--- src/rtl/corr_peak_picker.sv ---
`default_nettype none
// ============================================================================
// Module   : corr_peak_picker
// Function : Gathers one result per correlator lane into a window. The window
//            closes when every lane has reported or a timeout expires. The
//            closed window is then scanned one lane per cycle, and the winning
//            {lane, value} is presented to the downstream dumper through a
//            valid/ack handshake.
// Options  : PEAK_MARGIN_EN - adds the runner-up value (peak_val2) and the
//            margin between winner and runner-up (peak_margin).
// Revision : 1.0 - initial release
// ============================================================================
module corr_peak_picker #(
  parameter int NCH     = 8,
  parameter int W       = 16,
  parameter int TIMEOUT = 65536,
  localparam int IW     = (NCH > 1) ? $clog2(NCH) : 1,
  localparam int CW     = $clog2(TIMEOUT + 1)
) (
  input  logic             clk,
  input  logic             rst,
  input  logic [NCH*W-1:0] corr_val,
  input  logic [NCH-1:0]   corr_rdy,
  output logic             peak_valid,
  input  logic             peak_ack,
  output logic [IW-1:0]    peak_idx,
  output logic [W-1:0]     peak_val,
  output logic             peak_partial,
  output logic [NCH-1:0]   peak_mask
`ifdef PEAK_MARGIN_EN
  ,
  output logic [W-1:0]     peak_val2,
  output logic [W-1:0]     peak_margin
`endif
);

  localparam logic [NCH-1:0] c_mask_full = {NCH{1'b1}};
  localparam logic [CW-1:0]  c_timeout   = CW'(TIMEOUT);
  localparam logic [IW-1:0]  c_last_lane = IW'(NCH - 1);

  typedef enum logic [1:0] {
    S_COLLECT = 2'd0,
    S_SCAN    = 2'd1,
    S_HOLD    = 2'd2
  } state_t;

  state_t state_q, state_d;

  // Window being collected
  logic [W-1:0]   coll_val_q [NCH];
  logic [NCH-1:0] coll_mask_q, coll_mask_d;
  logic [CW-1:0]  cnt_q, cnt_d;

  // Frozen copy of the closed window
  logic [W-1:0]   snap_val_q [NCH];
  logic [NCH-1:0] snap_mask_q;

  // Running best during the scan
  logic [IW-1:0]  scan_k_q;
  logic           best_valid_q, best_valid_d;
  logic [IW-1:0]  best_idx_q, best_idx_d;
  logic [W-1:0]   best_val_q, best_val_d;
`ifdef PEAK_MARGIN_EN
  logic           sec_valid_q, sec_valid_d;
  logic [W-1:0]   sec_val_q, sec_val_d;
  logic [W-1:0]   w_val2, w_margin;
  logic [W-1:0]   peak_val2_q, peak_margin_q;
`endif

  // Output holding registers
  logic           peak_valid_q;
  logic [IW-1:0]  peak_idx_q;
  logic [W-1:0]   peak_val_q;
  logic           peak_partial_q;
  logic [NCH-1:0] peak_mask_q;

  // FSM strobes
  logic           w_win_ready;
  logic           w_take;
  logic           w_scan;
  logic           w_last;
  logic           w_drop;
  logic [W-1:0]   w_lane_val;
  logic           w_lane_en;

  assign w_win_ready = (coll_mask_q == c_mask_full) || (cnt_q == c_timeout);

  // State register
  always_ff @(posedge clk) begin
    if (rst) begin
      state_q <= S_COLLECT;
    end else begin
      state_q <= state_d;
    end
  end

  // Next-state logic and one-cycle control strobes
  always_comb begin
    state_d = state_q;
    w_take  = 1'b0;
    w_scan  = 1'b0;
    w_last  = 1'b0;
    w_drop  = 1'b0;
    case (state_q)
      S_COLLECT: begin
        if (w_win_ready) begin
          w_take  = 1'b1;
          state_d = S_SCAN;
        end
      end
      S_SCAN: begin
        w_scan = 1'b1;
        if (scan_k_q == c_last_lane) begin
          w_last  = 1'b1;
          state_d = S_HOLD;
        end
      end
      S_HOLD: begin
        if (peak_ack) begin
          w_drop  = 1'b1;
          state_d = S_COLLECT;
        end
      end
      default: begin
        state_d = S_COLLECT;
      end
    endcase
  end

  // Collection mask and timeout counter; a pulse in the snapshot cycle opens the new window
  always_comb begin
    coll_mask_d = coll_mask_q | corr_rdy;
    cnt_d       = cnt_q;
    if (w_take) begin
      coll_mask_d = corr_rdy;
      cnt_d       = '0;
    end else if (coll_mask_q == '0) begin
      cnt_d = '0;
    end else if ((coll_mask_q != c_mask_full) && (cnt_q != c_timeout)) begin
      cnt_d = cnt_q + CW'(1);
    end
  end

  // Collection registers: latest pulse per lane wins, independent of FSM state
  always_ff @(posedge clk) begin
    if (rst) begin
      coll_mask_q <= '0;
      cnt_q       <= '0;
      for (int k = 0; k < NCH; k++) begin
        coll_val_q[k] <= '0;
      end
    end else begin
      coll_mask_q <= coll_mask_d;
      cnt_q       <= cnt_d;
      for (int k = 0; k < NCH; k++) begin
        if (corr_rdy[k]) begin
          coll_val_q[k] <= corr_val[k*W +: W];
        end
      end
    end
  end

  // Snapshot the closed window (values before this cycle's pulses)
  always_ff @(posedge clk) begin
    if (rst) begin
      snap_mask_q <= '0;
      for (int k = 0; k < NCH; k++) begin
        snap_val_q[k] <= '0;
      end
    end else if (w_take) begin
      snap_mask_q <= coll_mask_q;
      for (int k = 0; k < NCH; k++) begin
        snap_val_q[k] <= coll_val_q[k];
      end
    end
  end

  assign w_lane_val = snap_val_q[scan_k_q];
  assign w_lane_en  = snap_mask_q[scan_k_q];

  // Scan step: strict '>' keeps the lowest index on ties; runner-up counts ties
  always_comb begin
    best_valid_d = best_valid_q;
    best_idx_d   = best_idx_q;
    best_val_d   = best_val_q;
`ifdef PEAK_MARGIN_EN
    sec_valid_d  = sec_valid_q;
    sec_val_d    = sec_val_q;
`endif
    if (w_lane_en) begin
      if (!best_valid_q || (w_lane_val > best_val_q)) begin
        best_valid_d = 1'b1;
        best_idx_d   = scan_k_q;
        best_val_d   = w_lane_val;
`ifdef PEAK_MARGIN_EN
        if (best_valid_q) begin
          sec_valid_d = 1'b1;
          sec_val_d   = best_val_q;
        end
`endif
      end
`ifdef PEAK_MARGIN_EN
      else if (!sec_valid_q || (w_lane_val > sec_val_q)) begin
        sec_valid_d = 1'b1;
        sec_val_d   = w_lane_val;
      end
`endif
    end
  end

`ifdef PEAK_MARGIN_EN
  assign w_val2   = sec_valid_d ? sec_val_d : '0;
  assign w_margin = sec_valid_d ? (best_val_d - sec_val_d) : '0;
`else
  // Runner-up tracking is not built in this configuration.
`endif

  // Scan pointer and running best; cleared when a new window is snapshotted
  always_ff @(posedge clk) begin
    if (rst || w_take) begin
      scan_k_q     <= '0;
      best_valid_q <= 1'b0;
      best_idx_q   <= '0;
      best_val_q   <= '0;
`ifdef PEAK_MARGIN_EN
      sec_valid_q  <= 1'b0;
      sec_val_q    <= '0;
`endif
    end else if (w_scan) begin
      scan_k_q     <= w_last ? '0 : (scan_k_q + IW'(1));
      best_valid_q <= best_valid_d;
      best_idx_q   <= best_idx_d;
      best_val_q   <= best_val_d;
`ifdef PEAK_MARGIN_EN
      sec_valid_q  <= sec_valid_d;
      sec_val_q    <= sec_val_d;
`endif
    end
  end

  // Result registers: loaded with the final lane folded in, held until ack
  always_ff @(posedge clk) begin
    if (rst) begin
      peak_valid_q   <= 1'b0;
      peak_idx_q     <= '0;
      peak_val_q     <= '0;
      peak_partial_q <= 1'b0;
      peak_mask_q    <= '0;
`ifdef PEAK_MARGIN_EN
      peak_val2_q    <= '0;
      peak_margin_q  <= '0;
`endif
    end else if (w_last) begin
      peak_valid_q   <= 1'b1;
      peak_idx_q     <= best_idx_d;
      peak_val_q     <= best_val_d;
      peak_partial_q <= (snap_mask_q != c_mask_full);
      peak_mask_q    <= snap_mask_q;
`ifdef PEAK_MARGIN_EN
      peak_val2_q    <= w_val2;
      peak_margin_q  <= w_margin;
`endif
    end else if (w_drop) begin
      peak_valid_q <= 1'b0;
    end
  end

  assign peak_valid   = peak_valid_q;
  assign peak_idx     = peak_idx_q;
  assign peak_val     = peak_val_q;
  assign peak_partial = peak_partial_q;
  assign peak_mask    = peak_mask_q;
`ifdef PEAK_MARGIN_EN
  assign peak_val2    = peak_val2_q;
  assign peak_margin  = peak_margin_q;
`endif

endmodule
`default_nettype wire

--- config.mk ---
export PLATFORM = sky130hd
export DESIGN_NAME = corr_peak_picker
export DESIGN_NICKNAME = d
export VERILOG_FILES = /design/src/rtl/corr_peak_picker.sv
export SDC_FILE = /design/constraint.sdc
export NUM_CORES = 1
export LEC_CHECK = 0
export ABC_AREA = 1
export BUFFER_PORTS_ARGS = -buffer_cell sky130_fd_sc_hd__buf_2
export CAP_MARGIN = 20
export CORE_AREA = 2 2 231 233
export DETAILED_ROUTE_END_ITERATION = 8
export DIE_AREA = 0 0 233 235
export SKIP_LAST_GASP = 1
export SLEW_MARGIN = 30
export SYNTH_ARGS = -nofsm -noshare
export SYNTH_HDL_FRONTEND = slang
export SYNTH_SLANG_ARGS = --single-unit
--- constraint.sdc ---
create_clock -name clk -period 3.4 [get_ports clk]
set_input_delay 0.34 -clock clk [delete_from_list [all_inputs] [get_ports clk]]
set_output_delay 0.34 -clock clk [all_outputs]
set_load 0.01 [all_outputs]
* Word-level counts from Yosys, hierarchy flattened *
Memories as Yosys holds them, arrays and structs flattened. A register that Yosys moved wholly into a read port is not among the register bits.
Index checks and enable logic that the tools add are counted.

operators by class
  reduce and logical (&&, ||, !) cells = 11
  bitwise operators = 17
  magnitude comparators = 2
  equality and inequality tests = 11
  $add $sub $neg = 2
  muxes and demuxes = 68

operators by type and width
  operator                                            number
  two-way mux 16 bit                                  18
  two-way mux 1 bit                                   39
  adder 17 x 1 -> 17 bit, second input constant       1
  == test 17 bit, second input constant               1
  inequality test 17 bit, second input constant       1
  greater-than comparator 16 bit                      1
  inequality test 8 bit, second input constant        2
  bitwise OR 1 bit                                    16
  two-way mux 3 bit                                   5
  == test 8 bit, second input constant                1
  zero test 8 bit                                     1
  two-way mux 8 bit                                   1
  bitwise OR 8 bit                                    1
  two-way mux 2 bit                                   3
  inequality test 2 bit, second input constant        3
  one-hot mux 2 bit (3 select lines)                  1
  AND reduction 3 bit                                 2
  < comparator 3 x 4 -> 1 bit, second input constant  1
  adder 3 x 1 -> 3 bit, second input constant         1
  binary-select mux 1 bit (select 3 bit)              1
  == test 3 bit, second input constant                1
  logical OR 1 bit                                    3
  OR reduction 3 bit                                  1
  == test 2 x 1 -> 1 bit, second input constant       1
  other kinds (5)                                     5

storage, ports and cells
  memories = 2
  logic and storage cells = 126
  bits in registers = 87
  output and inout bits = 29
  memory bits (writable) = 256

memory list
  name        words  width  rd ports  clocked after memory_dff  write ports  line  source
  coll_val_q  8      16     8         0                         8            50    logic [W-1:0] coll_val_q [NCH];
  snap_val_q  8      16     1         1                         8            55    logic [W-1:0] snap_val_q [NCH];

* Longest topological paths before layout *
  depth in word-level cells = 8
  mapped depth = 26

* Worst setup path before layout *
OpenSTA, ideal clock, no wires.

  kind = register to register
  from = reg cnt_q[0]
  to = mem snap_val_q[0][0], enable pin
  path buffers = 1
  arrival = 2694 ps
  required time = 2967 ps
  path slack = 273 ps
  stages on the path, launching flop included = 10
  library setup time = 433 ps
  cells stage by stage = dfxtp_1 > inv_1 > ha_1 > nand3_1 > nor2_1 > nand3_1 > nand2_2 > nand2_4 > nand2_4 > buf_2

RTL lines
  element                 line  source
  start, declared         52    logic [CW-1:0] cnt_q, cnt_d;
  start signal, assigned  154   cnt_q <= cnt_d;
  end, declared           55

==> results.toml <==
[outcome]
status = "complete, no violations"

[grt]
grt_max_degree = 81
antenna_found_initial = 0
grt_pass1_wl_mm = 61.40
grt_overflow_total = 0
grt_pass1_vias = 11135
track_usage = 0.1437

[clocking]
clk_pin_slew_ns = 0.06
h-tree-depth = 2
clock-sinks = 346
cts-root-buf = "clkbuf_16"
cts_hold_buf = 0
cts_buffers = 39
clk_latency_ns = 0.53
clock_path_buffers = 3
cts_tree = "done"

[logic_synthesis]
yosys.cell_types.count = 37
synth_area_um2 = 15510
synth_edf_count = 256
ys_ff_latch = 346
synth.net_count = 1799
yosys-top-cells-area = "edfxtp_1, dfxtp_1, inv_1, nor2_1, nand2_1"
syn_area_per_cell_um2 = 9.456
synthCells = 1640
ys.flop_type = "edfxtp_1"
yosysTopAreaCell = "edfxtp_1"
synth_top_area_frac = 0.4957
seq_area_frac_synth = 0.6119
yosys_warnings = 0
async_reset_ff_frac = 0

[finish]
drive_gt1_frac = 0.1742
layout_common_cells = "inv_1, nor2_1, edfxtp_1"
areaGrowthSynthToFinish_pct = 18.57
layout_commonest_cell = "inv_1"
nets = 1956
n_antenna_cell = 0

[critical_path]
ff2ff_setup_slack_ns = 0.29
cp.arrival_ns = 3.53
endpoint_kind = "flop"
critPathKind = "reg2reg"
setup.worst_path.start_class = "flop"
reg2reg_depth = 17
r2r_end = "best_val_q[1]"
cp_max_fo = 58
cp_data_required_time_ns = 3.82

[sta]
hold_violations = 0
tns_ns = 0
finalCriticalPeriod_ns = 3.110
fin_hold_ws_ns = 0.1002
tightest_slew_ns = 0.8600
setup_viol = 0
slew_viol_final = 0
grt_setup_unrepaired = "false"
slew_headroom = 0.4259
max_freq_ghz = 0.3216
clock-skew-final_ns = 0.01089
min_period_over_period = 0.9146

[route]
drc = 0
via_count = 10989
drt_first_pass_iters = 7
wl_mm = 39.00
wire_per_inst_um = 15.52
via_per_inst = 4.373
first_iter_violations = 957
antenna_left = 0

[placed_design]
numPortBuffers = 167
place.gp.congestion = 0.8099
hpwlAfterDp_mm = 28.17

[power_and_ir_drop]
power_density_nw_per_um2 = 522.6
p_int_uw = 7555
p_leak_uw = 0.008016
clock_power_share = 0.450
seq_power_share = 0.502
switching_share = 0.2139
combPwrFrac = 0.048
p_sw_uw = 2055
vdd_drop_max_mv = 0.2893

[min_path]
hold_end = "coll_val_q[1][35]"
hold_depth = 3
min_from = "corr_val[99]"
min_path_type = "in2reg"

[die]
core_region_area_um2 = 52240
die_y_um = 235
ios = 168
dieArea_um2 = 54760
die_x_um = 233
placementRows = 84
initial_core_util = 0.2969

[run]
cap_violations = 0
-- power by group through the flow --
stage          sequential (µW)  clock, µW  combinational [µW]
2_1_floorplan             4880          0                 263
3_3_place_gp              4910          0                 459
3_5_place_dp              4920          0                 465
4_1_cts                   4830       4420                 468
5_1_grt                   4840       4590                 522
6_report                  4830       4330                 458
-- sequential cells by signal, indices dropped and copies added, names as in the netlist, named ones only --
register      cells
scan_k_q          3
coll_val_q      128
peak_mask         8
snap_mask_q       8
cnt_q            17
peak_valid        1
best_valid_q      1
peak_idx          3
peak_partial      1
snap_val_q      128
coll_mask_q       8
best_val_q       16
best_idx_q        3
peak_val         16
state_q           2
-- critical path: stages, from the launching register on --
cell and delay (ns):
dfxtp_2 0.37, buf_12 0.26, mux2i_2 0.30, o22ai_1 0.15, nand2_1 0.10, nand2_1 0.08
ha_1 0.30, nand4_1 0.11, nor3_1 0.28, nand2_1 0.09, nand2_1 0.06, nand2_1 0.08
nand2_4 0.20, nand2_4 0.21, nand2_1 0.16, nand3_1 0.10, nand2_1 0.09, inv_1 0.03
-- through the flow --
| step | cells | total power, µW | instance area [µm²] | util | worst slack [ns] |
|---|---|---|---|---|---|
| after floorplan | 1640 | 5142 | 15510 | - | 0.2730 |
| after global placement | 2444 | 5373 | 17050 | 0.3265 | 0.1987 |
| after detailed placement | 2444 | 5381 | 17050 | 0.3265 | 0.1885 |
| after CTS | 2513 | 9713 | 18380 | 0.3518 | 0.1468 |
| after global routing | 2513 | 9961 | 18390 | 0.3520 | 0.005056 |
| final | 2513 | 9610 | 18390 | 0.3520 | 0.2902 |
-- synthesized netlist by cell type, types with 4 or more instances --
library cell,count
a21oi_1,52
buf_1,8
buf_2,23
buf_4,9
buf_8,4
clkbuf_1,22
clkinv_1,4
dfxtp_1,90
edfxtp_1,256
ha_1,20
inv_1,351
inv_2,5
mux2i_1,15
nand2_1,186
nand3_1,69
nand4_1,9
nor2_1,305
nor2_2,42
nor2_4,10
nor3_1,8
nor4_1,7
o21a_1,19
o21ai_0,60
o22ai_1,21
o32ai_1,15
or2_2,7
xor2_1,5
-- per-layer routing --
layer,track usage,up-vias,wire length (µm)
li1,-,5488,-
met1,0.1992,5175,18430
met2,0.2326,271,18190
met3,0.02160,55,1580
met4,0.04015,0,797
met5,0,-,0
-- worst max-delay path by stage --
| stage | slack [ns] | cells after the start | to |
|---|---|---|---|
| CTS | 0.15 | 17 | best_val_q[1] |
| global route | 0.005 | 23 | peak_val[4] |
| global placement | 0.20 | 17 | peak_val[11] |
| finish | 0.29 | 17 | best_val_q[1] |
| floorplan | 0.27 | 9 | snap_val_q[0][0] |
| detailed placement | 0.19 | 23 | peak_val[15] |
-- repair_timing --
item,in CTS,in global routing
endpoints found under the setup margin,0,38
resized for setup,0,4
buffers inserted,0,0
-- area by class of cell --
class,instances,area (µm²)
clock buffer,45,1041
sequential,346,9494
clock inverter,24,284.0
inverter,360,1354
timing repair buffer,185,1059
multi-input combinational,865,4297
tap,688,860.8
fill,5273,33850
-- kinds of logic (layout without fill, tap and decap cells) --
logic type      Yosys count  in the layout  share of synthesized area
xor+xnor                  6              6                   0.003388
buf+inv                 429            614                     0.1122
simple gates            653            653                     0.1824
fa+ha+maj                20             20                    0.01614
flops                   346            346                     0.6119
compound gates          171            171                    0.06430
mux                      15             15                   0.009681
(Power assumes the default switching activity.)
